==> src/rtl/feat_pkg.sv <==
// Shared definitions for the feature frame builder and the classifier-tree wrappers.
package feat_pkg;

  localparam int FEAT_W = 51;
  localparam int NBYTES = (FEAT_W + 7) / 8;

  typedef enum logic [1:0] {
    COLLECT,
    FULL,
    DROP
  } state_t;

endpackage

==> src/rtl/feat_out_slot.sv <==
// Single-entry valid/ready output register holding one assembled feature vector.
module feat_out_slot #(
  parameter int W = 8
) (
  input  logic         clk,
  input  logic         rst,
  input  logic         load,
  input  logic [W-1:0] data,
  input  logic         ready,
  output logic         valid,
  output logic [W-1:0] vec,
  output logic         free
);

  // The slot can take a new entry when it is empty or draining this cycle.
  assign free = !valid || ready;

  // NOTE: the data register is reset as well, because the output vector is
  // required to read zero while reset is held, not merely be qualified by valid.
  always_ff @(posedge clk or posedge rst) begin
    if (rst) begin
      valid <= 1'b0;
      vec   <= '0;
    end else if (load) begin
      valid <= 1'b1;
      vec   <= data;
    end else if (ready) begin
      valid <= 1'b0;
    end
  end

endmodule

==> src/rtl/feature_frame_builder.sv <==
// Assembles byte-serial feature frames into a FEAT_W-bit vector with length checking.
module feature_frame_builder
  import feat_pkg::*;
#(
  parameter int FEAT_W = feat_pkg::FEAT_W,
  parameter int NBYTES = (FEAT_W + 7) / 8
) (
  input  logic              clk,
  input  logic              rst,
  input  logic              s_valid,
  input  logic [7:0]        s_data,
  input  logic              s_last,
  output logic              s_ready,
  output logic              m_valid,
  output logic [FEAT_W-1:0] m_vec,
  input  logic              m_ready,
  output logic              err_len,
  output logic [15:0]       frame_cnt
);

  localparam int K_W = (NBYTES > 1) ? $clog2(NBYTES) : 1;
  localparam logic [K_W-1:0] K_LAST = K_W'(NBYTES - 1);

  state_t            state, state_d;
  logic [K_W-1:0]    k, k_d;
  logic [FEAT_W-1:0] asm_q, asm_d, merged, slot_data;
  logic              ready_en;
  logic              accept, at_last, slot_free, load, err_d;

  assign accept  = s_valid && s_ready;
  assign at_last = (k == K_LAST);

  // Assembly with the incoming byte placed at index k; bits past FEAT_W never exist.
  always_comb begin
    merged = asm_q;
    for (int b = 0; b < FEAT_W; b++) begin
      if (k == K_W'(b / 8)) merged[b] = s_data[b % 8];
    end
  end

  // NOTE: sequential state uses non-blocking assignments so every register
  // samples pre-edge values regardless of process ordering.
  always_ff @(posedge clk or posedge rst) begin
    if (rst) state <= COLLECT;
    else     state <= state_d;
  end

  // NOTE: every combinational output gets a default before the case so no
  // path leaves a variable unassigned and infers a latch.
  always_comb begin
    state_d = state;
    case (state)
      COLLECT: begin
        if (accept && at_last) begin
          if (!s_last)         state_d = DROP;
          else if (!slot_free) state_d = FULL;
        end
      end
      FULL:    if (slot_free) state_d = COLLECT;
      DROP:    if (accept && s_last) state_d = COLLECT;
      default: state_d = COLLECT;
    endcase
  end

  always_comb begin
    s_ready = ready_en && (state != FULL);
    load    = 1'b0;
    err_d   = 1'b0;
    k_d     = k;
    asm_d   = asm_q;
    case (state)
      COLLECT: begin
        if (accept) begin
          asm_d = merged;
          if (s_last || at_last) begin
            k_d = '0;
            if (s_last && at_last) load  = slot_free;
            else                   err_d = 1'b1;
          end else begin
            k_d = k + K_W'(1);
          end
        end
      end
      FULL:    load = slot_free;
      DROP:    k_d  = '0;
      default: k_d  = '0;
    endcase
  end

  // A parked frame comes from the assembly register; a fresh one bypasses it.
  assign slot_data = (state == FULL) ? asm_q : merged;

  always_ff @(posedge clk or posedge rst) begin
    if (rst) begin
      ready_en  <= 1'b0;
      k         <= '0;
      asm_q     <= '0;
      err_len   <= 1'b0;
      frame_cnt <= '0;
    end else begin
      ready_en <= 1'b1;
      k        <= k_d;
      asm_q    <= asm_d;
      err_len  <= err_d;
      if (m_valid && m_ready) frame_cnt <= frame_cnt + 16'd1;
    end
  end

  feat_out_slot #(
    .W(FEAT_W)
  ) u_out_slot (
    .clk  (clk),
    .rst  (rst),
    .load (load),
    .data (slot_data),
    .ready(m_ready),
    .valid(m_valid),
    .vec  (m_vec),
    .free (slot_free)
  );

endmodule

==> config.mk <==
export PLATFORM = sky130hd
export DESIGN_NAME = feature_frame_builder
export DESIGN_NICKNAME = d
export VERILOG_FILES = /design/src/rtl/feat_pkg.sv /design/src/rtl/feat_out_slot.sv /design/src/rtl/feature_frame_builder.sv
export SDC_FILE = /design/constraint.sdc
export NUM_CORES = 1
export LEC_CHECK = 0
export CORE_UTILIZATION = 59
export CTS_CLUSTER_DIAMETER = 120
export DETAILED_ROUTE_END_ITERATION = 8
export PLACE_DENSITY = 0.86
export SLEW_MARGIN = 30
export SYNTH_ARGS = -nofsm -noshare
export SYNTH_HDL_FRONTEND = slang
export SYNTH_SLANG_ARGS = --single-unit
==> constraint.sdc <==
create_clock -name clk -period 5.6 [get_ports clk]
set_input_delay 0.56 -clock clk [delete_from_list [all_inputs] [get_ports clk]]
set_output_delay 0.56 -clock clk [all_outputs]
set_load 0.01 [all_outputs]
==> results.env, run 1 <==
CTS.CLK_SLEW.WORST_PATHS_NS=0.06
RELATIVE_SLEW_SLACK_PCT=56.0
ROUTED-VIA-COUNT=3424
GRT_MAX_DEGREE=75
SYNTH_SEQ_AREA_SHARE_PCT=54.5
GR-TOTAL-OVERFLOW=0
DRT_PASS1_ITERATIONS=4
SEQUENTIALPOWERSHARE_PCT=41.5
ROUTE.FINAL.WIRE_LENGTH_MM=11.8
SWITCHING_SHARE_PCT=25.0
NETSWITCHINGPOWER_mW=0.701
GLOBALPLACE.CONGESTION=0.764
OUTCOME='completed'
DIE_WIDTH_MICRONS=101
SYNTH-ASYNC-RESET-RATIO_PCT=100
ANT_NETS=0
ROUTED_VIA_DENSITY=5.54
MAXCAPVIOLCOUNT=0
CORE.ROWCOUNT=35
P_INT_mW=2.10
POSTCTSHOLDBUFS=0
POST_SYNTH_INSTANCE_AREA_SQ_UM=5780
FINAL_NETS=496
COUNT_OF_DIFFERENT_CELL_MASTERS_AFTER_SYNTHESIS=30
VERTICAL_DIE_DIMENSION_MICRONS=101
POST_SYNTH_MOST_FREQUENT_CELLS='126 x dfrtp_1, 105 x mux2_2, 49 x mux2_4'
POST_CTS.REPAIR.SETUP_BUFFERS=0
INITIAL_CORE_UTIL_PCT=61.7
CTS_HTREE_LEVELS=4
IO-PIN-COUNT=83
YOSYS_WARNINGS=0
NUM_CLOCK_SINKS=126
FINAL_CELL_COUNT_NO_FILL=618
PINS_OVER_SLEW_LIMIT=0
GRT_PASS1_WL_MM=18.8
CLOCKBUFFERDEPTH=2
WORSTHOLDPATHTYPE='reg2reg'
SYNTH-SEQ-CELLS=126
POWER.LEAKAGE_nW=3.54
PLACEMENT.IO_BUFFERS=82
ANTENNA_FOUND_INITIAL=0
FINAL_PERIOD_MINUS_WORST_SETUP_SLACK_NS=2.75
FINAL_MIN_PERIOD_OVER_CLOCK_PERIOD_PCT=49.2
R2R_END='u_out_slot.vec[7]'
CLOCK_TREE_FROM_TRITONCTS='done'
GRT_PASS1_VIAS=3516
TIGHTEST_SLEW_NS=0.661
WORSTSETUPSTARTPOINT='state[1]'
FINALHOLDWORSTSLACK_NS=0.487
WORSTHOLDENDPOINT='frame_cnt[15]'
NETS_IN_THE_SYNTHESIZED_NETLIST=410
WORST-ENDPOINT-ARRIVAL_NS=2.19
ROUTED_WIRE_LENGTH_PER_INSTANCE_MICRONS=19.1
COMBINATIONAL_POWER_SHARE_PCT=17.3
SYNTHESIS.AREA_PER_INSTANCE_SQ_UM=14.8
CTS_MADE_BUFFERS=17
SYNTHFLOPTYPE='dfrtp_1'
PEAK_SUPPLY_DROP_V=0.000211
DRT_FIRST_ITER_VIOLATIONS=238
INSERTION_DELAY_NS=0.52
NUMBER_OF_ENABLE_TYPE_REGISTER_CELLS_IN_THE_SYNTHESIZED_NETLIST=0
LARGEST_CELLS_BY_AREA_AFTER_SYNTHESIS='dfrtp_1 55%, mux2_2 20%, mux2_4 13%'
PLACE_INST=587
SETUP_TOTAL_NEGATIVE_SLACK_NS=0
YOSYSMOSTFREQUENTCELL='dfrtp_1'
DRIVE_GT1_SHARE_PCT=39.7
TIMING.CRITICAL_PATH.FROM_TYPE='flop'
HOLD_PATH_CELLS=1
REMAINING_DRC_ERRORS=0
HOLD_STARTPOINT='frame_cnt[15]'
WORST_R2R_PATH_DEPTH=7
WORST-R2R-SETUP-SLACK_NS=2.89
CTS_REPAIR_RESIZE_COUNT=0
SETUP_VIOL_COUNT_FINAL=0
TIMING.SETUP.CRITICAL_PATH_CLASS='reg2out'
POWER_DENSITY_nW_PER_UM2=383
SYN_INST=391
SYNTH.LARGEST_AREA_CELL='dfrtp_1'
CLK_ROOT_BUFFER_CELL='clkbuf_8'
POST-SYNTH-TOP-AREA-FRACTION_PCT=54.5
CRIT_PATH_MAX_FANOUT=9
FP.DIEAREA_SQ_UM=10200
FINAL-HOLD-VIOLATION-COUNT=0
CORE_SQ_UM=9370
FMAXACHIEVABLE_GHz=0.363
RSZ0062_AT_GRT='false'
DIODES=0
WORST-ENDPOINT-REQUIRED_NS=5.04
POWER.CLOCK.FRACTION_PCT=41.1
RR_STARTPOINT='k[0]'
GLOBAL_ROUTE.USAGE.TOTAL_PCT=25.2
HPWL_MM=7.27
CLOCK_SKEW_NS=0.00855
SETUP.WORST_PATH.END_CLASS='output pin'
AREA_DELTA_SYNTH_FINAL_PCT=26.3
## state kept, by name, indices dropped and copies added, names as in the netlist
signal and cells:
err_len 1, u_out_slot.valid 1, frame_cnt 16, k 3
u_out_slot.vec 51, asm_q 51, state 2, ready_en 1
## stage by stage
| step | cell area [sq um] | power (mW) | util (%) | setup slack [ns] |
|---|---|---|---|---|
| final | 7300 | 2.80 | 77.9 | 2.85 |
| after global routing | 7300 | 2.91 | 77.9 | 2.74 |
| after CTS | 7290 | 2.82 | 77.8 | 2.58 |
| after detailed placement | 6670 | 1.65 | 71.2 | 2.31 |
| after global placement | 6670 | 1.62 | 71.2 | 2.42 |
| after floorplan | 5780 | 1.52 | - | 1.68 |
## layer usage
| metal | wire [microns] | part of all wire [%] | global-route usage [%] |
|---|---|---|---|
| met1 | 5400 | 46 | 34.7 |
| met2 | 5740 | 49 | 39.1 |
| met3 | 503 | 4.3 | 5.20 |
| met4 | 156 | 1.3 | 10.6 |
| met5 | 0 | 0 | 0 |
## cell type report
cell class                      count  area, sq um
Tap cell                          129          161
Sequential cell                   126         3150
Multi-Input combinational cell    240         2500
Timing Repair Buffer               84          836
Inverter                            8         35.0
Clock buffer                       17          414
Clock inverter                     14          208
Fill cell                         558         2070
## placed cells by master (no fill, tap or decap)
| cell | count |
|---|---|
| dfrtp_1 | 126 |
| mux2_2 | 105 |
| clkdlybuf4s50_1 | 82 |
| mux2_4 | 49 |
| clkbuf_16 | 16 |
| nand2_1 | 14 |
| nor2_1 | 13 |
| xnor2_1 | 10 |
| nand3_1 | 9 |
| inv_1 | 7 |
| xor2_1 | 6 |
| ha_1 | 6 |
| nand3_2 | 5 |
| inv_6 | 4 |
| clkinv_4 | 4 |
| bufinv_16 | 4 |
| nor3_1 | 3 |
| nand4_1 | 3 |
| and3_1 | 2 |
| a31oi_1 | 2 |
| a22oi_1 | 2 |
| and2_1 | 2 |
| clkinvlp_4 | 2 |
| buf_4 | 2 |
| nand4bb_1 | 1 |
| a211o_4 | 1 |
| nand2b_1 | 1 |
| nor2b_1 | 1 |
| nor4b_1 | 1 |
| o21a_1 | 1 |
| mux2i_1 | 1 |
| and4_1 | 1 |
| clkbuf_8 | 1 |
| inv_8 | 1 |
| conb_1 | 1 |
## power by group through the flow
stage | clock, mW | combinational (mW) | sequential, mW
floorplan | 0 | 0.368 | 1.15
global placement | 0 | 0.465 | 1.15
detailed placement | 0 | 0.482 | 1.17
CTS | 1.16 | 0.492 | 1.16
global route | 1.21 | 0.522 | 1.18
finish | 1.15 | 0.485 | 1.16
## critical path: stages (launching register included)
cell and delay [ns]:
dfrtp_1 0.51, nand2b_1 0.44, and2_1 0.20, clkdlybuf4s50_1 0.53
## logic make-up after synthesis
group | Yosys count | synth area share [%]
muxes | 155 | 33.3
DFF | 126 | 54.5
and+or+nand+nor | 56 | 5.13
buffers and inverters | 25 | 2.49
xor gates and xnor gates | 16 | 2.42
adders and majority gates | 6 | 1.30
AOI/OAI and AO/OA | 6 | 0.757
other | 1 | 0.0648
## worst max path at each step
| stage | to | slack [ns] | cells after the start |
|---|---|---|---|
| global route | u_out_slot.vec[7] | 2.74 | 7 |
| global placement | u_out_slot.vec[16] | 2.42 | 6 |
| detailed placement | u_out_slot.vec[16] | 2.31 | 6 |
| finish | s_ready | 2.85 | 3 |
| CTS | u_out_slot.vec[7] | 2.58 | 7 |
| floorplan | asm_q[0] | 1.68 | 1 |
(Power assumes the default switching activity.)
==> inputs of run 2 (changes only) <==
--- a/config.mk
+++ b/config.mk
@@ -5,10 +5,10 @@
 export SDC_FILE = /design/constraint.sdc
 export NUM_CORES = 1
 export LEC_CHECK = 0
-export CORE_UTILIZATION = 59
+export CORE_UTILIZATION = 49
 export CTS_CLUSTER_DIAMETER = 120
 export DETAILED_ROUTE_END_ITERATION = 8
-export PLACE_DENSITY = 0.86
+export PLACE_DENSITY = 0.76
 export SLEW_MARGIN = 30
 export SYNTH_ARGS = -nofsm -noshare
 export SYNTH_HDL_FRONTEND = slang
==> constraint.sdc (replaced) <==
create_clock -name clk -period 2.25 [get_ports clk]
set_input_delay 0.225 -clock clk [delete_from_list [all_inputs] [get_ports clk]]
set_output_delay 0.225 -clock clk [all_outputs]
set_load 0.01 [all_outputs]
==> results.env, run 2 (synthesis gave the netlist of run 1 again) <==
OUTCOME='completed'
WORST_R2R_PATH_DEPTH=7
ANT_NETS=0
FP.DIEAREA_SQ_UM=12200
SETUP.WORST_PATH.END_CLASS='flop'
BUFS_AND_INVS_ON_WORST_PATH=2
CTS_HTREE_LEVELS=4
CTS_MADE_BUFFERS=17
DRIVE_GT1_SHARE_PCT=40.6
ROUTED_VIA_DENSITY=5.39
CRIT_CHAIN='inv_1 > ha_1 > and3_1 > a31oi_1 > a211o_2 > buf_12 > mux2_4'
INITIAL_CORE_UTIL_PCT=50.4
CP_TOP_DELAY_FAMILY='compound AO/OA/AOI/OAI gates'
PEAK_SUPPLY_DROP_V=0.000615
ROUTED_WIRE_LENGTH_PER_INSTANCE_MICRONS=18.1
AREA_DELTA_SYNTH_FINAL_PCT=28.5
WORSTHOLDPATHTYPE='in2async'
MAXCAPVIOLCOUNT=0
ROUTED-VIA-COUNT=3452
FILL_CELL_TOTAL_OF_THE_FINISHED_LAYOUT=828
POSTLAYOUTCELLAREA_SQ_UM=7430
CRIT_CELLS=7
CORE_SQ_UM=11500
CLOCKBUFFERDEPTH=2
NUM_CLOCK_SINKS=126
CRIT_PATH_MAX_FANOUT=37
PINS_OVER_SLEW_LIMIT=0
DIODES=0
CRITPATHMAXSTAGEDELAY_NS=0.40
CLK_ROOT_BUFFER_CELL='clkbuf_16'
FINAL_NETS=504
VERTICAL_DIE_DIMENSION_MICRONS=111
FINAL-HOLD-VIOLATION-COUNT=0
FINAL_CELL_MIX='126 x dfrtp_1, 105 x mux2_2, 82 x clkdlybuf4s50_1'
IO-PIN-COUNT=83
REMAINING_DRC_ERRORS=0
TIGHTEST_SLEW_NS=0.665
SETUP_VIOL_COUNT_FINAL=0
FINAL_PERIOD_MINUS_WORST_SETUP_SLACK_NS=2.15
DPL-INSTANCE-AREA_SQ_UM=6790
GLOBALPLACE.CONGESTION=0.826
GRT_PASS1_WL_MM=19.2
POWER.LEAKAGE_nW=3.59
WORST_SLACK_NS=0.102
TIMING.CRITICAL_PATH.FROM_TYPE='flop'
TIMING.SETUP.CRITICAL_PATH_CLASS='reg2reg'
GLOBAL_ROUTE.USAGE.TOTAL_PCT=20.0
PLACEMENT.IO_BUFFERS=82
FMAXACHIEVABLE_GHz=0.466
GRT_PASS1_VIAS=3736
INSERTION_DELAY_NS=0.41
LAYOUT.CELLS.MOST_COMMON='dfrtp_1'
HPWL_MM=7.62
SETUP_TOTAL_NEGATIVE_SLACK_NS=0
CTS.CLK_SLEW.WORST_PATHS_NS=0.06
DRT_FIRST_ITER_VIOLATIONS=159
CORE.ROWCOUNT=39
FINAL_CELL_COUNT_NO_FILL=641
FINAL_CORE_UTILIZATION_PCT=64.8
CLOCK_SKEW_NS=0.0117
CLOCK_TREE_FROM_TRITONCTS='done'
SEQ_AREA_SQ_UM=3150
DIE_WIDTH_MICRONS=111
RSZ0062_AT_GRT='false'
POWER_DENSITY_nW_PER_UM2=945
PLACE_INST=609
AREA_OF_THE_MULTI_INPUT_GATES_SQ_UM=2490
RELATIVE_SLEW_SLACK_PCT=55.1
DRT_PASS1_ITERATIONS=5
LAYOUT_TOP_REGISTERS='asm_q (51), u_out_slot.vec (51), frame_cnt (16)'
WORST-ENDPOINT-ARRIVAL_NS=2.43
POSTCTSHOLDBUFS=0
FINAL_MIN_PERIOD_OVER_CLOCK_PERIOD_PCT=95.5
GRT_MAX_DEGREE=52
ANTENNA_FOUND_INITIAL=0
ROUTE.FINAL.WIRE_LENGTH_MM=11.6
DP_WORST_SETUP_SLACK_NS=0.0928
SLOWEST_CELL_ON_THE_CRITICAL_PATH='dfrtp_1'
WORST-ENDPOINT-REQUIRED_NS=2.53
GR-TOTAL-OVERFLOW=0
## run 2: changes by cell type in the layout (fill, tap and decap cells not counted), moves of 2 or more
cell,previous run,this run
buf_4,2,6
buf_12,0,3
clkinv_4,4,1
clkinvlp_4,2,4
## run 2: worst paths after layout
check / start / endpoint / slack (ns)
worst max register to register: k[0] / u_out_slot.vec[34] / 0.10
worst min register to register: frame_cnt[15] / frame_cnt[15] / 0.48
worst min-delay path: rst / u_out_slot.vec[39] / 0.22
worst max-delay path: k[0] / u_out_slot.vec[34] / 0.10
min in group clk: frame_cnt[15] / frame_cnt[15] / 0.48
max in group asynchronous: rst / frame_cnt[1] / 1.34
## run 2: area by class of cell
cell class              instances  area share, %
repair buffers                 92           12.6
flip-flops and latches        126           42.4
multi-input cells             240           33.5
inverters                       8          0.455
clock buffers                  20           6.15
well taps                     143           2.41
clock inverters                12           2.46
## run 2: repair_timing
| action | in CTS | in global routing |
|---|---|---|
| endpoints found under the setup margin | 0 | 1 |
| resized for setup | 0 | 1 |
| endpoints found under the hold margin | 0 | 0 |
| setup buffers | 0 | 0 |
## run 2: where the power goes
part           internal (mW)  switching [mW]
logic                  0.747           0.454
clock network           1.92            1.03
registers               2.67           0.196
total                   5.34            1.68
## run 2: layer usage
| layer | vias to the layer above | routed length [microns] | track usage, % |
|---|---|---|---|
| li1 | 1568 | - | - |
| met1 | 1797 | 5320 | 26.4 |
| met2 | 77 | 5830 | 33.0 |
| met3 | 10 | 325 | 3.72 |
| met4 | 0 | 125 | 7.20 |
| met5 | - | 0 | 0 |
## run 2: per-stage QoR
step	power [mW]	hold slack, ns
2_1_floorplan	3.77	0.379
3_3_place_gp	4.05	0.462
3_5_place_dp	4.11	0.471
4_1_cts	7.07	0.228
5_1_grt	7.31	0.261
6_report	7.02	0.216
==> inputs of run 3 (changes only) <==
--- a/config.mk
+++ b/config.mk
@@ -8,6 +8,7 @@
 export CORE_UTILIZATION = 49
 export CTS_CLUSTER_DIAMETER = 120
 export DETAILED_ROUTE_END_ITERATION = 8
+export GPL_TIMING_DRIVEN = 0
 export PLACE_DENSITY = 0.76
 export SLEW_MARGIN = 30
 export SYNTH_ARGS = -nofsm -noshare
==> results.env, run 3 (synthesis gave the netlist of run 1 again) <==
GRT_PASS1_WL_MM=20.1
CTS.CLK_SLEW.WORST_PATHS_NS=0.06
ANT_NETS=0
CTS_MADE_BUFFERS=17
NUM_CLOCK_SINKS=126
FINAL_PERIOD_MINUS_WORST_SETUP_SLACK_NS=2.14
GR-TOTAL-OVERFLOW=0
FINAL-HOLD-VIOLATION-COUNT=0
DIODES=0
ROUTE.FINAL.WIRE_LENGTH_MM=12.1
WORSTHOLDPATHTYPE='in2async'
MAXCAPVIOLCOUNT=0
INSERTION_DELAY_NS=0.41
FINAL_NETS=515
CTS_REPAIR_RESIZE_COUNT=0
FMAXACHIEVABLE_GHz=0.466
ROUTED_WIRE_LENGTH_PER_INSTANCE_MICRONS=18.6
SETUP_VIOL_COUNT_FINAL=0
RELATIVE_SLEW_SLACK_PCT=51.3
TIGHTEST_SLEW_NS=0.721
WORST-ENDPOINT-ARRIVAL_NS=1.92
GLOBALPLACE.CONGESTION=0.817
FINAL_CORE_UTILIZATION_PCT=65.1
POWER.LEAKAGE_nW=3.61
POST_CTS.REPAIR.SETUP_BUFFERS=0
FINAL_CELL_MIX='126 x dfrtp_1, 105 x mux2_2, 82 x clkdlybuf4s50_1'
NETSWITCHINGPOWER_mW=1.63
CTS_HTREE_LEVELS=4
COMBINATIONAL_POWER_SHARE_PCT=17.9
RSZ0062_AT_GRT='false'
TIMING.CRITICAL_PATH.FROM_TYPE='flop'
ROUTED_VIA_DENSITY=5.30
PLACEMENT.IO_BUFFERS=82
DPL-INSTANCE-AREA_SQ_UM=6870
DP_WORST_SETUP_SLACK_NS=0.0862
CRIT_PATH_MAX_FANOUT=9
WORST_R2R_PATH_DEPTH=8
OUTCOME='completed'
WORST_SLACK_NS=0.106
POSTLAYOUTCELLAREA_SQ_UM=7470
IO-PIN-COUNT=83
DRT_FIRST_ITER_VIOLATIONS=149
PINS_OVER_SLEW_LIMIT=0
FP.DIEAREA_SQ_UM=12200
GRT_PASS1_VIAS=3787
WORST-ENDPOINT-REQUIRED_NS=2.03
POSTCTSHOLDBUFS=0
DRT_PASS1_ITERATIONS=6
CORE.ROWCOUNT=39
TIMING.SETUP.CRITICAL_PATH_CLASS='reg2out'
DIE_WIDTH_MICRONS=111
POWER_DENSITY_nW_PER_UM2=917
CLOCK_TREE_FROM_TRITONCTS='done'
LAYOUT_TOP_REGISTERS='asm_q (51), u_out_slot.vec (51), frame_cnt (16)'
FINAL_MIN_PERIOD_OVER_CLOCK_PERIOD_PCT=95.3
FIN_TOTAL_PWR_mW=6.85
PLACE_INST=620
FINAL_CELL_COUNT_NO_FILL=652
LAYOUT.CELLS.MOST_COMMON='dfrtp_1'
CLK_ROOT_BUFFER_CELL='clkbuf_16'
WORST-R2R-SETUP-SLACK_NS=0.12
SETUP.WORST_PATH.END_CLASS='output pin'
SETUP_TOTAL_NEGATIVE_SLACK_NS=0
CLOCK_SKEW_NS=0.00548
P_INT_mW=5.22
R2R_END='u_out_slot.vec[29]'
POWER.CLOCK.FRACTION_PCT=40.3
SWITCHING_SHARE_PCT=23.8
DRIVE_GT1_SHARE_PCT=40.1
GLOBAL_ROUTE.USAGE.TOTAL_PCT=21.4
ANTENNA_FOUND_INITIAL=0
CLOCKBUFFERDEPTH=2
RR_STARTPOINT='k[0]'
HPWL_MM=8.09
CORE_SQ_UM=11500
INITIAL_CORE_UTIL_PCT=50.4
ROUTED-VIA-COUNT=3458
VERTICAL_DIE_DIMENSION_MICRONS=111
REMAINING_DRC_ERRORS=0
FINALHOLDWORSTSLACK_NS=0.148
AREA_DELTA_SYNTH_FINAL_PCT=29.2
SEQUENTIALPOWERSHARE_PCT=41.8
PEAK_SUPPLY_DROP_V=0.000878
GRT_MAX_DEGREE=31
-- run 3: cell types whose count changed in the layout (fill, tap and decap cells not counted), sizes merged --
cell,before,now
clkinvlp,4,5
clkinv,2,4
inv,10,7
bufinv,4,3
buf,10,13
clkbuf,20,29
-- run 3: critical path, cell delays in order (launching register included) --
cell and delay (ns):
dfrtp_1 0.31, buf_2 0.19, nand2b_1 0.12, buf_4 0.18, and2_1 0.17, clkdlybuf4s50_1 0.54
-- run 3: final cells by class --
| cell class | instances | area, sq um |
|---|---|---|
| plain buffers | 17 | 114 |
| clock buffers | 21 | 460 |
| clock inverters | 11 | 140 |
| fillers | 846 | 4000 |
| inverters | 8 | 33.8 |
| multi-input cells | 240 | 2490 |
| flip-flops and latches | 126 | 3150 |
| well taps | 143 | 179 |
| repair buffers | 86 | 901 |
-- run 3: routing by layer --
layer	share of wire (%)	up-vias	global-route usage, %	wire (microns)
met5	0	-	0	0
met4	1.5	0	8.00	187
met3	4.3	16	5.90	519
met2	49	79	33.9	5950
met1	45	1771	28.2	5480
li1	-	1592	-	-
-- run 3: worst max path at each step --
stage,start,end,slack [ns],cells past startpoint
after CTS,k[0],u_out_slot.vec[29],0.08,8
after detailed placement,s_valid,asm_q[37],0.09,5
after global placement,rst,u_out_slot.vec[19],-0.64,2
after global routing,k[0],u_out_slot.vec[29],0.004,8
after floorplan,k[0],u_out_slot.vec[10],0.33,8
final,state[1],s_ready,0.11,5
-- run 3: power by group through the flow --
stage,Sequential [mW],Combinational [mW],Clock (mW)
3_3_place_gp,2.87,1.16,0
4_1_cts,2.86,1.24,2.81
5_1_grt,2.91,1.33,2.91
2_1_floorplan,2.86,0.916,0
6_report,2.87,1.22,2.76
3_5_place_dp,2.90,1.22,0
